File: src/rtl/hilo_mult_ctrl.sv
// hilo_mult_ctrl: issues mult/multu to a serial multiplier, captures the product into HI/LO
// and serves mfhi/mflo/mthi/mtlo with stall, bypass, timeout and cycle counting.
module hilo_mult_ctrl #(
    parameter int TIMEOUT = 256,
    parameter int CNTW    = 16
) (
    input  logic            CLK,
    input  logic            RST,
    input  logic            START,
    input  logic            SIGNED,
    input  logic [31:0]     SRCA,
    input  logic [31:0]     SRCB,
    input  logic            MFHI,
    input  logic            MFLO,
    input  logic            MTHI,
    input  logic            MTLO,
    input  logic [31:0]     WDATA,
    output logic            MST,
    output logic            MSGN,
    output logic [31:0]     MSRCA,
    output logic [31:0]     MSRCB,
    input  logic [63:0]     PROD,
    input  logic            PRODV,
    output logic [31:0]     HI,
    output logic [31:0]     LO,
    output logic [31:0]     RDATA,
    output logic            STALL,
    output logic            BUSY,
    output logic            ERR,
    output logic [CNTW-1:0] CYCLES
);
    localparam int TW = $clog2(TIMEOUT + 1);
    typedef enum logic [1:0] {S_IDLE, S_ISSUE, S_ARM, S_WAIT} state_t;
    state_t          state, state_nx;
    logic [TW-1:0]   tcnt;
    logic [CNTW-1:0] elapsed, elapsed_inc;
    logic            capture, expire, idle_start;
    always_comb begin
        capture     = state == S_WAIT && PRODV;
        expire      = (state == S_ARM || state == S_WAIT) && tcnt == TW'(TIMEOUT - 1);
        idle_start  = state == S_IDLE && START;
        elapsed_inc = &elapsed ? elapsed : elapsed + CNTW'(1);
        // a product still valid from the previous multiply is ignored until PRODV drops
        state_nx    = state == S_IDLE  ? (START ? S_ISSUE : S_IDLE) :
                      state == S_ISSUE ? S_ARM :
                      state == S_ARM   ? (expire ? S_IDLE : (PRODV ? S_ARM : S_WAIT)) :
                                         ((capture || expire) ? S_IDLE : S_WAIT);
        MST         = state == S_ISSUE;
        BUSY        = state != S_IDLE;
        STALL       = BUSY && (START || MTHI || MTLO || ((MFHI || MFLO) && !capture));
        RDATA       = capture ? (MFHI ? PROD[63:32] : PROD[31:0]) : (MFHI ? HI : LO);
    end
    always_ff @(posedge CLK) begin
        if (RST) begin
            state   <= S_IDLE;
            HI      <= '0;
            LO      <= '0;
            MSRCA   <= '0;
            MSRCB   <= '0;
            MSGN    <= 1'b0;
            ERR     <= 1'b0;
            CYCLES  <= '0;
            tcnt    <= '0;
            elapsed <= '0;
        end else begin
            state <= state_nx;
            if (idle_start) begin
                MSRCA <= SRCA;
                MSRCB <= SRCB;
                MSGN  <= SIGNED;
            end
            if (state == S_IDLE && !START && MTHI) HI <= WDATA;
            if (state == S_IDLE && !START && MTLO) LO <= WDATA;
            if (state == S_ISSUE) begin
                tcnt    <= '0;
                elapsed <= '0;
            end else if (BUSY) begin
                tcnt    <= tcnt + TW'(1);
                elapsed <= elapsed_inc;
            end
            if (capture) begin
                HI     <= PROD[63:32];
                LO     <= PROD[31:0];
                CYCLES <= elapsed_inc;
            end else if (expire) begin
                ERR <= 1'b1;
            end
        end
    end
endmodule

File: config.mk
export PLATFORM = sky130hd
export DESIGN_NAME = hilo_mult_ctrl
export DESIGN_NICKNAME = d
export VERILOG_FILES = /design/src/rtl/hilo_mult_ctrl.sv
export SDC_FILE = /design/constraint.sdc
export NUM_CORES = 1
export LEC_CHECK = 0
export ABC_AREA = 1
export ABC_CLOCK_PERIOD_IN_PS = 1900
export CAP_MARGIN = 40
export CELL_PAD_IN_SITES_DETAIL_PLACEMENT = 0
export CELL_PAD_IN_SITES_GLOBAL_PLACEMENT = 1
export CORE_UTILIZATION = 30
export CTS_CLUSTER_DIAMETER = 30
export DETAILED_ROUTE_END_ITERATION = 6
export PLACE_DENSITY = 0.9
export SYNTH_ARGS = -nofsm -noshare
export SYNTH_HDL_FRONTEND = slang
export SYNTH_SLANG_ARGS = --single-unit
File: constraint.sdc
create_clock -name CLK -period 1.9 [get_ports CLK]
set_clock_uncertainty 0.05 [all_clocks]
set_input_delay 0.285 -clock CLK [delete_from_list [all_inputs] [get_ports CLK]]
set_output_delay 0.285 -clock CLK [all_outputs]
set_load 0.05 [all_outputs]
Yosys cells after proc, flatten, opt, wreduce, memory -nomap -nowiden:

Index checks and enable logic that the tools add are counted.

* bits in registers: 173
* output and inout bits: 181
* word-level logic and storage cells: 55

* add/sub/neg operators: 2
* equality and inequality tests: 4
* muxes and demuxes: 15
* bitwise operators: 1
* reduce and logical (&&, ||, !) cells: 23

Operators with widths (count)
* $mux W32: 7
* $add A16 B1 Y16 const B: 1
* $mux W16: 1
* $reduce_and A16 Y1: 1
* $mux W2: 5
* $add A9 B1 Y9 const B: 1
* $eq A9 B8 Y1 const B: 1
* $logic_and A1 B1 Y1: 8
* $logic_or A1 B1 Y1: 6
* $reduce_bool A2 Y1: 3
* $eq A2 B2 Y1 const B: 2
* $eq A2 B1 Y1 const B: 1
* $logic_not A1 Y1: 2
* $logic_not A2 Y1: 1
* $mux W1: 2
* $reduce_and A2 Y1: 1
* $reduce_or A2 Y1: 1
* $not A1 Y1: 1

Longest topological paths before layout:

* depth in word-level cells: 8
* gate-level depth with buffers: 11
* depth with buffers taken out: 10

Worst setup path after synthesis:

OpenSTA, ideal clock, no wires.

* path kind: register to output
* start point: register state[1]
* end point: output port RDATA[10]
* arrival time: 2.119 ns
* data required time: 1.565 ns
* setup slack: -0.554 ns
* cell stages (with the launch flop): 6
* path buffers: 3
* cell sequence: dfxtp_1 -> nand3_2 -> buf_6 -> buf_6 -> buf_6 -> o31ai_1

* word-level cells in the longest chain between the ends: 3

RTL lines
* from (decl): line 34 `state_t state, state_nx;`
* from (signal assigned): line 66 `state <= state_nx;`
* $eq A2 B2 Y1: line 39 `capture = state == S_WAIT && PRODV;`
* $logic_and A1 B1 Y1: line 39
* $mux W32: line 51 `RDATA = capture ? (MFHI ? PROD[63:32] : PROD[31:0]) : (MFHI ? HI : LO);`
* to (decl): line 26 `output logic [31:0] RDATA,`

No other way between the ends.

Worst setup path in the final report:

* start point: register state[1]
* end point: output port RDATA[13]

Same word-level chain as after synthesis.

==> results.md <==
* Status: finished with violations
* Failing checks: setup timing
* Area contributors post-synth: dfxtp_1, nor2_1, nand2_1, o21ai_0, a31oi_1
* DRC at 0
* Synth Flop Type: dfxtp_1
* Max-cap viol count at 0
* Clock sink count at 173
* Startpoint Class: flip-flop
* Slew @ Worst Pin at 535 ps
* DP HPWL at 22100 microns
* Core Util, Final at 50.5%
* Longest Clk Path Bufs at 2
* Warnings, synthesis at 0
* #FFs+latches synth at 173
* Slew Limit Fails at 0
* R2R cell count at 8
* GP Congestion at 0.887
* H-Tree Depth at 4
* Avg Cell Area, Syn at 7.06 sq um
* First-pass GRT wire length at 48300 microns
* Tcrit/Tclk final at 106%
* Die width at 169 microns
* Share of cells above drive strength 1 at 17.8%
* Vias per cell at 4.86
* Min-delay src: RST
* Pre-CTS setup slack at -227 ps
* Switching share of power at 35.2%
* Cell Area, Synth at 8400 sq um
* Largest net degree at the start of global routing at 58
* R2r endpoint: LO[4]
* Net count, final at 1696
* End of the worst hold path: state[0]
* DP Area at 12900 sq um
* Setup TNS at -2530 ps
* PortBufs at 349
* Sequential cell area fraction in the yosys report at 41.3%
* Fin. Hold Viols at 0
* RSZ-0062 raised after global routing: true
* Min Tclk post-route at 2010 ps
* Clk Tree Root Cell: clkbuf_16
* Critical R2R Launch: state[1]
* Power Total at 0.0112 W
* Biggest area consumer among synthesized cells: dfxtp_1
* Io pins at 350
* WP data required at 1560 ps
* Most common cell in the netlist: nor2_1
* Total grt overflow at 0
* Max Fclk at 0.498 GHz
* Area grow syn2layout at 63.5%
* Routed len/inst at 16.1 microns
* Worst min-delay path category: in -> reg
* Syn Inst Count at 1190
* Syn_nets at 1362
* Cts bufs inserted at 17
* Setup crit start: state[1]
* Final Cell Area at 13700 sq um
* Switching pwr at 0.00393 W
* Flop pwr share at 36.9%
* Synth async-reset ratio at 0%
* Initial Utilization at 30.9%
* Fillers at 2583
* Worst rel slew slack at 64.4%
* Num rows at 60
* Clk pwr share at 32.3%
* Die area at 28700 sq um
* TritonCTS clock tree: done
* ANT nets after route at 0
* Crit path kind: reg -> out
* Crit. End Element: output pin
* Int Power at 0.00724 W
* Critical path fanouts, max at 13
* FF-to-FF setup slack at 170 ps
* EDFF count, synth at 0
* Core area at 27200 sq um
* Static Leak at 6.11 nW
* Clk_lat worst skew at 420 ps
* Worst VDD drop at 0.000536 V
* Combinational Power Share at 30.8%
* Hold path depth at 2
* Total Routing Usage GR at 21.1%
* Initial drt markers at 626
* Clock Pin Slew Worst Setup and Hold Paths at 70 ps
* Routed via count at 9289
* Final setup viols at 33
* Distinct cell type count after synthesis at 35
* Post-synth top area share at 41.3%
* Cts hold-fix bufs at 0
* Arrival @ worst endpoint at 1670 ps
* Drt first pass iters at 5
* Most instantiated cells after synthesis: nor2_1, nand2_1, dfxtp_1, o21ai_0, inv_1
* Die Ht at 169 microns
* Number of global-route vias before repair at 8959
* Routed wire length at 30800 microns
* Pwr dens at 813 nW/um^2
* Final worst setup slack at -107 ps
* Initial antenna violation count at 4
per-stage QoR:
step | hold WS [ps] | instances
after floorplan | 370 | 1190
after global placement | 406 | 1868
after detailed placement | 416 | 1868
after CTS | 87.1 | 1908
after global routing | 91.4 | 1912
final | 103 | 1912
worst max path at each step:
| stage | to |
|---|---|
| 2_1_floorplan | RDATA[0] |
| 3_3_place_gp | RDATA[30] |
| 3_5_place_dp | RDATA[30] |
| 4_1_cts | RDATA[9] |
| 5_1_grt | RDATA[30] |
| 6_report | RDATA[13] |
power groups by stage:
stage,sequential [W],clock (W),combinational (W)
after floorplan,0.00497,0,0.00125
after global placement,0.00420,0,0.00346
after detailed placement,0.00421,0,0.00349
after CTS,0.00412,0.00371,0.00345
after global routing,0.00416,0.00388,0.00365
final,0.00412,0.00360,0.00344
routing by layer:
layer,wire length [microns],up-vias,track usage (%)
li1,-,4574,-
met1,12800,4326,25.7
met2,15100,341,35.7
met3,2160,46,5.20
met4,686,2,8.23
met5,13,-,0
cell usage in the layout (no fill, tap or decap), drive strengths merged:
cell	n
o21a	3
clkinvlp	1
nor3	4
a211oi	2
or2	32
xor2	4
ha	3
nand2	265
inv	87
o21ai	100
buf	124
bufinv	2
o21bai	3
clkinv	3
nor2	248
dlymetal6s2s	7
nand3	27
nand4	4
clkbuf	20
a21oi	28
clkdlybuf4s50	165
xnor2	4
or3b	1
nor4	2
o211ai	31
a31oi	62
dfxtp	173
diode	3
o31ai	31
dlygate4sd2	101
critical path, stage by stage (launching register included):
cell,delay (ps)
dfxtp_4,360
nand3_4,90
buf_12,170
clkbuf_16,200
o31ai_4,240
buf_12,180
final cells by class:
cell class / count / area (sq um) / share of cell area, %
Antenna cell: 3 / 7.51 / 0.0547
Timing Repair Buffer: 398 / 4320 / 31.4
Clock buffer: 19 / 443 / 3.23
Clock inverter: 13 / 149 / 1.08
Sequential cell: 173 / 3470 / 25.3
Tap cell: 372 / 465 / 3.39
Inverter: 80 / 305 / 2.22
Multi-Input combinational cell: 854 / 4570 / 33.3
sequential cells by signal (all words and copies together) (netlist names):
| name | count |
|---|---|
| LO | 32 |
| MSRCA | 32 |
| ERR | 1 |
| HI | 32 |
| elapsed | 16 |
| MSRCB | 32 |
| MSGN | 1 |
| CYCLES | 16 |
| tcnt | 9 |
| state | 2 |
cell families (layout without fill, tap and decap cells):
group,after synthesis,in the layout,synth area share [%]
and+or+nand+nor,583,583,29.3
AOI/OAI and AO/OA,260,260,18.5
DFF,173,173,41.3
buffers and inverters,163,510,9.69
xor gates and xnor gates,8,8,0.834
adders and majority gates,3,3,0.447
other,0,3,0
timing repair:
item                                    in CTS  in global routing
gates cloned                                 3                  1
pin swaps                                   20                 13
endpoints found under the setup margin     134                 53
resized for setup                          130                 15
setup buffers                                6                  0
endpoints found under the hold margin        0                  0
Power figures use the tool's default switching activity.
